$ cat config.mk
export PLATFORM = sky130hd
export DESIGN_NAME = dmem_arbiter
export DESIGN_NICKNAME = d
export VERILOG_FILES = /design/src/rtl/dmem_arbiter.sv
export SDC_FILE = /design/constraint.sdc
export NUM_CORES = 1
export LEC_CHECK = 0
export BUFFER_PORTS_ARGS = -buffer_cell sky130_fd_sc_hd__buf_2
export CAP_MARGIN = 40
export CORE_AREA = 4 4 114 116
export DETAILED_ROUTE_END_ITERATION = 6
export DIE_AREA = 0 0 118 120
export GPL_TIMING_DRIVEN = 0
export PLACE_DENSITY = 0.58
export SKIP_CTS_REPAIR_TIMING = 1
export SLEW_MARGIN = 20
export SYNTH_ARGS = -nofsm -noshare
export SYNTH_HDL_FRONTEND = slang
export SYNTH_SLANG_ARGS = --single-unit
export TNS_END_PERCENT = 100
$ cat constraint.sdc
create_clock -name clk -period 1.85 [get_ports clk]
set_clock_uncertainty 0.2 [all_clocks]
set_input_delay 0.2775 -clock clk [delete_from_list [all_inputs] [get_ports clk]]
set_output_delay 0.2775 -clock clk [all_outputs]
set_load 0.02 [all_outputs]
$ cat src/rtl/dmem_arbiter.sv
// Two-requester arbiter for one synchronous-read data-memory port.
// Owners hand over after MAX_HOLD transfers when contended; read data returns one cycle later, routed by tag.
module dmem_arbiter #(
    parameter int DW       = 32,
    parameter int AW       = 32,
    parameter int MAX_HOLD = 4
) (
    input  logic          clk,
    input  logic          reset,
    input  logic          r0_req,
    input  logic          r0_we,
    input  logic [AW-1:0] r0_addr,
    input  logic [DW-1:0] r0_wdata,
    output logic          r0_gnt,
    output logic          r0_rvalid,
    output logic [DW-1:0] r0_rdata,
    input  logic          r1_req,
    input  logic          r1_we,
    input  logic [AW-1:0] r1_addr,
    input  logic [DW-1:0] r1_wdata,
    output logic          r1_gnt,
    output logic          r1_rvalid,
    output logic [DW-1:0] r1_rdata,
    output logic          mem_we,
    output logic [AW-1:0] mem_addr,
    output logic [DW-1:0] mem_wdata,
    input  logic [DW-1:0] mem_rdata
);

    typedef enum logic [1:0] {
        IDLE = 2'd0,
        OWN0 = 2'd1,
        OWN1 = 2'd2
    } state_t;

    localparam int            CW        = (MAX_HOLD > 1) ? $clog2(MAX_HOLD) : 1;
    localparam logic [CW-1:0] HOLD_LAST = CW'(MAX_HOLD - 1);

    state_t        r_state;
    state_t        w_state_nxt;
    state_t        w_oth_state;
    logic [CW-1:0] r_cnt;
    logic [CW-1:0] w_cnt_nxt;
    logic          r_fav1;       // 1: an IDLE tie goes to r1
    logic          w_fav1_nxt;
    logic          r_rd_valid;
    logic          r_rd_tag;     // 1: pending read belongs to r1
    logic          w_gnt0;
    logic          w_gnt1;
    logic          w_acc;
    logic          w_own_is_r0;
    logic          w_own_req;
    logic          w_oth_req;

    assign w_gnt0      = (r_state == OWN0) && r0_req;
    assign w_gnt1      = (r_state == OWN1) && r1_req;
    assign w_acc       = w_gnt0 | w_gnt1;
    assign w_own_is_r0 = (r_state == OWN0);
    assign w_own_req   = w_own_is_r0 ? r0_req : r1_req;
    assign w_oth_req   = w_own_is_r0 ? r1_req : r0_req;
    assign w_oth_state = w_own_is_r0 ? OWN1 : OWN0;

    assign r0_gnt = w_gnt0;
    assign r1_gnt = w_gnt1;

    // NOTE: every signal gets a default before the case, so no path leaves one unassigned and no latch is inferred.
    always_comb begin
        w_state_nxt = r_state;
        w_cnt_nxt   = r_cnt;
        w_fav1_nxt  = r_fav1;
        case (r_state)
            IDLE: begin
                w_cnt_nxt = '0;
                if (r0_req && r1_req)
                    w_state_nxt = r_fav1 ? OWN1 : OWN0;
                else if (r0_req)
                    w_state_nxt = OWN0;
                else if (r1_req)
                    w_state_nxt = OWN1;
            end
            OWN0, OWN1: begin
                if (!w_own_req) begin
                    w_cnt_nxt   = '0;
                    w_fav1_nxt  = w_own_is_r0;
                    w_state_nxt = w_oth_req ? w_oth_state : IDLE;
                end else if (r_cnt == HOLD_LAST) begin
                    // Quota used up: yield only if the other side is actually waiting.
                    w_cnt_nxt = '0;
                    if (w_oth_req) begin
                        w_state_nxt = w_oth_state;
                        w_fav1_nxt  = w_own_is_r0;
                    end
                end else begin
                    w_cnt_nxt = r_cnt + 1'b1;
                end
            end
            default: w_state_nxt = IDLE;
        endcase
    end

    always_comb begin
        mem_we    = 1'b0;
        mem_addr  = '0;
        mem_wdata = '0;
        if (w_gnt0) begin
            mem_we    = r0_we;
            mem_addr  = r0_addr;
            mem_wdata = r0_wdata;
        end else if (w_gnt1) begin
            mem_we    = r1_we;
            mem_addr  = r1_addr;
            mem_wdata = r1_wdata;
        end
    end

    // NOTE: sequential state uses non-blocking assignments so every register samples pre-edge values.
    always_ff @(posedge clk or negedge reset) begin
        if (!reset) begin
            r_state    <= IDLE;
            r_cnt      <= '0;
            r_fav1     <= 1'b0;
            r_rd_valid <= 1'b0;
            r_rd_tag   <= 1'b0;
        end else begin
            r_state    <= w_state_nxt;
            r_cnt      <= w_cnt_nxt;
            r_fav1     <= w_fav1_nxt;
            r_rd_valid <= w_acc && !mem_we;
            r_rd_tag   <= w_gnt1;
        end
    end

    // The return path is independent of ownership, so a read issued on a hand-over edge still comes back.
    assign r0_rvalid = r_rd_valid && !r_rd_tag;
    assign r1_rvalid = r_rd_valid && r_rd_tag;
    assign r0_rdata  = r0_rvalid ? mem_rdata : '0;
    assign r1_rdata  = r1_rvalid ? mem_rdata : '0;

endmodule

==> Yosys cells after proc, flatten, opt, wreduce, memory -nomap -nowiden <==
Cells that the tools add are included.
{ "classes": {"mux": 26, "n_bitwise": 1, "n_eq_ne": 8, "addsub": 1, "reduce_logical": 13} }
{ "op_table": {"columns": ["cell", "count"], "rows": [
  ["$mux 32", 6],
  ["$mux 2", 11],
  ["$pmux 2 s2", 2],
  ["$mux 1", 7],
  ["$logic_and 1x1->1", 6],
  ["$ne 3x3->1 const B", 2],
  ["$reduce_and 3->1", 2],
  ["$eq 2x2->1 const B", 2],
  ["$ne 2x1->1 const B", 2],
  ["$ne 4x4->1 const B", 1],
  ["$add 2x1->2 const B", 1],
  ["$eq 2x1->1 const B", 1],
  ["$logic_not 1->1", 2],
  ["$logic_not 2->1", 1],
  ["$reduce_bool 2->1", 1],
  ["$reduce_or 2->1", 1],
  ["$or 1x1->1", 1]
]} }
{ "word_totals": {"inputBits": 166, "regBits": 7} }

==> Longest topological paths before layout <==
Gate-level depths: netlist (run 1).
{ "logic_depth": {"depth_word": 6, "depth_mapped": 8} }

==> Worst setup path before layout (run 1) <==
OpenSTA, ideal clock, no wires.
{ "synth_timing": {"path_type": "reg2out", "start": "register r_state[0]", "end": "output mem_addr[15]", "path_slack_ns": -0.244, "arrival_ns": 1.617, "path_stages_with_launch": 8, "path_cell_list": "dfrtp_1 inv_1 ha_1 and2_1 and2_1 buf_4 buf_4 a22o_1"} }
{ "synth_via": {"elab_chain_len": 4} }
{ "synth_lines": {"columns": ["item", "line", "rtl"], "rows": [
  ["start: declaration", "39", "state_t r_state;"],
  ["start signal: assignment", "125", "r_state <= w_state_nxt;"],
  ["$eq 2x2->1", "56", "assign w_gnt1 = (r_state == OWN1) && r1_req;"],
  ["$logic_and 1x1->1", "56", null],
  ["named net r1_gnt", "21", "output logic r1_gnt,"],
  ["$mux 32", "109", "end else if (w_gnt1) begin"],
  ["$mux 32", "105", "if (w_gnt0) begin"],
  ["end: declaration", "25", "output logic [AW-1:0] mem_addr,"]
]} }
The timed path passes the listed nets, and every way through them passes these cells.

==> Worst setup path after layout (run 1) <==
{ "layout_timing": {"start": "register r_state[0]", "end": "output mem_addr[3]"} }
{ "layout_via": {"elab_chain_len": 4} }
{ "layout_lines": {"columns": ["item", "line"], "rows": [
  ["$eq 2x2->1", "56"],
  ["$logic_and 1x1->1", "56"],
  ["$mux 32", "109"],
  ["$mux 32 *", "105"]
]} }
Every way passes the cells marked *; elsewhere a longest branch is shown, timed or not.

==> flow_metrics.py, run 1 <==
metrics = {
    "timing": {
        "setup_ws_ns": -0.449,
        "min_period_over_period": 1.24,
        "setup_viol": 68,
        "max_freq_ghz": 0.435,
        "hold_violations": 0,
        "hold_ws_ns": 0.0802,
        "min_period_ns": 2.30,
        "slew_headroom": 0.793,
        "timing.setup.tns_ns": -27.65,
        "grt_setup_unrepaired": "true",
        "tightest_slew_ns": 0.310,
        "finalMaxSlewViolations": 0,
    },
    "critical_path": {
        "r2r_start": "r_state[1]",
        "path_cells": "inv_2 > ha_2 > and2_4 > and2_4 > buf_12 > buf_12 > a22o_4 > buf_2",
        "critPathSlowestCell": "dfrtp_2",
        "ff2ff_path_depth": 7,
        "reg2reg_slack_ns": -0.20,
        "required_ns": 1.37,
        "cp-end-kind": "output port",
        "cp_slowest_stage_delay_ns": 0.42,
        "crit_type": "reg -> out",
        "critPathMaxFanout": 10,
        "critPathTopFamily": "buffers and inverters",
        "cp.arrival_ns": 1.82,
        "cp-start-kind": "flip-flop",
        "cp_num_buf_inv": 4,
        "r2r_end": "r_state[0]",
        "critPathLaunch": "r_state[0]",
        "path_depth": 8,
    },
    "cts": {
        "worstSkewPairLatency_ns": 0.23,
        "cts_buffers": 3,
        "htree_levels": 1,
        "clk_pin_slew_worst_paths_ns": 0.04,
        "cts_root_buffer": "clkbuf_16",
        "tritoncts": "yes",
        "cts.path.max_buffers": 2,
        "clock-sinks": 7,
    },
    "layout": {
        "final_area_sq_mm": 0.00462,
        "drive_gt1_frac": 0.806,
        "antenna_cells": 0,
        "finalNetCount": 694,
        "area_growth_pct": 193,
    },
    "yosys": {
        "synthesis.nets": 377,
        "synth-seq-area-share": 0.111,
        "synth-async-reset-ratio": 1.00,
        "yosysTopAreaCellShare": 0.361,
        "synth_cells": 205,
        "synthTopCellsByArea": "a22o_1, and2_1, and3_1",
        "syn_area_sq_mm": 0.00158,
        "ys_types": 30,
        "yosysWarnings": 0,
        "synth-edff-count": 0,
        "yosysTopAreaCell": "a22o_1",
        "ys_ff_latch": 7,
        "avgSynthCellArea_sq_um": 7.68,
        "ys.flop_type": "dfrtp_1",
    },
    "floorplan": {
        "die_w_microns": 118,
        "die_h_microns": 120,
        "rows": 40,
        "core_area_sq_mm": 0.0119,
        "ios": 299,
        "dieArea_sq_mm": 0.0142,
        "start_util": 0.132,
    },
    "min_path": {
        "hold_depth": 2,
        "hold_start": "r1_we",
        "hold_class": "in -> reg",
        "hold_path_end": "r_rd_valid",
    },
    "power": {
        "p_leak_nw": 2.78,
        "ir_worst_vdd_mv": 0.480,
        "power_density_mw_per_mm2": 954,
        "power.total_mw": 4.41,
    },
    "detailed_routing": {
        "drtIter0Drc": 63,
        "dr.pass1.iters": 4,
        "drc_errors": 0,
        "drtAntennaViolNets": 0,
        "vias": 3016,
        "post_drt_wl_per_cell_microns": 18.2,
        "wl_microns": 12100,
        "via_per_inst": 4.51,
    },
    "outcome": {
        "status": "finished with violations",
        "violations": "negative setup slack",
    },
    "grt": {
        "grt_max_degree": 11,
        "antenna_found_initial": 1,
        "grt_pass1_wl_microns": 16500,
        "overflow": 0,
        "grt_usage": 0.144,
        "grt_pass1_vias": 2977,
    },
    "placement": {
        "routabilityCongestion": 0.844,
        "port_buffers": 298,
        "dp_hpwl_microns": 10300,
        "pre_cts_ws_ns": -0.399,
        "placed_area_sq_mm": 0.00377,
    },
    "run": {
        "cap_violations": 0,
    },
}
==> per-stage QoR <==
step / utilization / instances
finish: 0.388 / 668
global route: 0.388 / 668
CTS: 0.323 / 654
detailed placement: 0.317 / 650
global placement: 0.317 / 650
floorplan: - / 205
==> registers in the layout, indices dropped and copies added (netlist names) <==
signal,flops
r_cnt,2
r_state,2
r_fav1,1
r_rd_tag,1
r_rd_valid,1
==> layout make-up <==
cell class / instances / area [sq um]
Inverter: 7 / 28.8
Sequential cell: 7 / 179
Fill cell: 1153 / 7290
Buffer: 22 / 284
Clock buffer: 4 / 78.8
Timing Repair Buffer: 313 / 2040
Multi-Input combinational cell: 168 / 1830
Tap cell: 147 / 184
==> how the worst max path moves through the flow <==
stage                   end
3_5_place_dp    mem_addr[7]
4_1_cts         mem_addr[7]
3_3_place_gp    mem_addr[7]
2_1_floorplan  mem_addr[15]
6_report        mem_addr[3]
5_1_grt         mem_addr[0]
==> worst reg2reg max path, delay by kind of cell, from the launching register on <==
family | cells | cell delay, ns
compound gates | 2 | 0.32
simple gates | 1 | 0.27
buf+inv | 2 | 0.23
mux | 1 | 0.34
fa+ha+maj | 1 | 0.17
flops | 1 | 0.39
==> metal layers <==
| layer | track usage | vias to the layer above | routed length (microns) |
|---|---|---|---|
| li1 | - | 1420 | - |
| met4 | 0.0190 | 2 | 121 |
| met3 | 0.0424 | 10 | 1190 |
| met1 | 0.154 | 1380 | 4370 |
| met2 | 0.284 | 204 | 6430 |
| met5 | 0 | - | 13 |
==> layout by cell type, fill, tap and decap left out, types with 2 or more instances in the layout <==
master	n
nand3_1	2
and2_4	12
ha_4	2
clkbuf_1	2
a22o_4	54
buf_12	10
buf_4	12
nand2_1	6
buf_2	236
and3_1	31
ha_1	3
buf_6	68
a21oi_1	2
clkbuf_16	5
a22o_1	11
dfrtp_2	3
clkbuf_2	5
nor2_1	2
inv_1	3
mux2_4	2
dfrtp_1	4
inv_2	3
and2_1	23
==> power by group <==
group / internal [mW] / leakage [nW] / total [mW] / switching, mW
Sequential: 0.211 / 0.0880 / 0.274 / 0.0624
Clock: 0.286 / 0.0382 / 0.361 / 0.0753
Combinational: 1.98 / 2.65 / 3.77 / 1.79
Total: 2.48 / 2.78 / 4.41 / 1.93
==> kinds of logic after synthesis <==
group	after synthesis	synth area share
buffers and inverters	30	0.0890
adders and majority gates	6	0.0477
DFF	7	0.111
AOI/OAI and AO/OA	76	0.411
muxes	4	0.0278
and+or+nand+nor	82	0.313
==> synthesized netlist by cell type, types with 3 or more instances <==
master,n
inv_1,5
dfrtp_1,7
a22o_1,65
nand2_1,6
buf_2,7
clkbuf_1,11
ha_1,6
buf_4,5
a21oi_1,3
and2_1,35
and3_1,32
Power figures use the tool's default switching activity.
==> run 2: changes to the inputs <==
Settings changed: PLACE_DENSITY 0.58 to default, PLACE_DENSITY_LB_ADDON from default to 0.05.
==> run 2 against run 1 <==
Against the previous run: the flow still finishes with violations (negative setup slack); critical path type unchanged; sequential power about the same; largest power group unchanged; wire length down 6.4%; critical path depth unchanged.
==> flow_metrics.py, run 2 (synthesis gave the netlist of run 1 again) <==
metrics = {
    "floorplan": {
        "die_h_microns": 120,
        "start_util": 0.132,
        "rows": 40,
        "core_area_sq_mm": 0.0119,
        "dieArea_sq_mm": 0.0142,
        "ios": 299,
        "die_w_microns": 118,
    },
    "placement": {
        "pre_cts_ws_ns": -0.374,
        "dp_hpwl_microns": 9680,
        "routabilityCongestion": 0.750,
        "port_buffers": 298,
        "placed_area_sq_mm": 0.00377,
    },
    "layout": {
        "drive_gt1_frac": 0.838,
        "finalNetCount": 698,
        "final_common_cell": "buf_2",
        "layout_common_cells": "buf_2, buf_6, a22o_4, and3_1, and2_4",
        "area_growth_pct": 204,
        "reg.largest.list": "r_cnt x2, r_state x2",
        "antenna_cells": 0,
        "nFillCells": 1232,
        "final_area_sq_mm": 0.00479,
    },
    "cts": {
        "cts_buffers": 3,
        "htree_levels": 1,
        "tritoncts": "yes",
        "clock-sinks": 7,
        "worstSkewPairLatency_ns": 0.23,
        "clk_pin_slew_worst_paths_ns": 0.04,
        "cts_root_buffer": "clkbuf_16",
        "cts.path.max_buffers": 2,
    },
    "timing": {
        "min_period_over_period": 1.24,
        "tightest_slew_ns": 0.306,
        "min_period_ns": 2.29,
        "grt_setup_unrepaired": "true",
        "setup_viol": 77,
        "hold_ws_ns": 0.0406,
        "setup_ws_ns": -0.438,
        "finalMaxSlewViolations": 0,
        "slew_headroom": 0.796,
        "max_freq_ghz": 0.437,
        "timing.setup.tns_ns": -26.57,
        "hold_violations": 0,
    },
    "min_path": {
        "hold_path_end": "r_rd_valid",
        "hold_class": "in -> reg",
        "hold_depth": 2,
        "hold_start": "r1_we",
    },
    "grt": {
        "grt_pass1_vias": 2876,
        "overflow": 0,
        "grt_max_degree": 11,
        "grt_pass1_wl_microns": 15600,
        "grt_usage": 0.135,
        "antenna_found_initial": 1,
    },
    "critical_path": {
        "critPathSlowestCell": "dfrtp_1",
        "path_depth": 8,
        "required_ns": 1.37,
        "cp_slowest_stage_delay_ns": 0.40,
        "critPathTopFamily": "buffers and inverters",
        "cp-start-kind": "flip-flop",
        "critPathMaxFanout": 10,
        "crit_type": "reg -> out",
        "critPathLaunch": "r_state[1]",
        "r2r_start": "r_state[1]",
        "ff2ff_path_depth": 6,
        "cp_num_buf_inv": 4,
        "reg2reg_slack_ns": -0.17,
        "cp.arrival_ns": 1.81,
        "path_cells": "inv_2 > ha_4 > nand2_4 > and2_4 > buf_12 > buf_12 > a22o_4 > buf_2",
        "cpMostUsedCell": "buf_12",
        "cp-end-kind": "output port",
        "r2r_end": "r_state[0]",
    },
    "outcome": {
        "violations": "negative setup slack",
        "status": "finished with violations",
    },
    "detailed_routing": {
        "post_drt_wl_per_cell_microns": 16.9,
        "drc_errors": 0,
        "drtIter0Drc": 62,
        "via_per_inst": 4.39,
        "dr.pass1.iters": 4,
        "vias": 2949,
        "drtAntennaViolNets": 0,
        "wl_microns": 11300,
    },
    "power": {
        "power_density_mw_per_mm2": 931,
        "ir_worst_vdd_mv": 0.402,
        "p_leak_nw": 2.84,
    },
    "run": {
        "cap_violations": 0,
    },
}
run 2: report_power, final:
group / internal (mW) / switching, mW / leakage (nW) / total (mW)
sequential: 0.211 / 0.0616 / 0.0880 / 0.273
combinational: 2.04 / 1.77 / 2.71 / 3.82
clock: 0.286 / 0.0790 / 0.0382 / 0.366
run 2: stage by stage:
stage | instances | util | power (mW)
floorplan | 205 | - | 2.28
global placement | 650 | 0.317 | 3.19
detailed placement | 650 | 0.317 | 3.17
CTS | 654 | 0.323 | 3.55
global route | 672 | 0.402 | 4.73
finish | 672 | 0.402 | 4.46
run 2: cell type report:
cell class	instances	area, sq um	share of cell area
plain buffers	23	285	0.0596
clock buffers	4	78.8	0.0165
inverters	7	28.8	0.00601
multi-input cells	168	1840	0.384
flip-flops and latches	7	179	0.0374
well taps	147	184	0.0384
repair buffers	316	2190	0.458
run 2: routing by layer:
metal	vias to the layer above	global-route usage	routed length [microns]
met1	1343	0.142	3860
met3	12	0.0363	899
met2	164	0.272	6410
li1	1428	-	-
met5	-	0	11
met4	2	0.0227	167
run 2: worst max path at each step:
stage	endpoint	slack [ns]
2_1_floorplan	mem_addr[15]	-0.05
3_3_place_gp	mem_wdata[13]	-0.35
3_5_place_dp	mem_wdata[13]	-0.37
4_1_cts	mem_wdata[13]	-0.63
5_1_grt	mem_wdata[19]	-0.49
6_report	mem_wdata[19]	-0.44
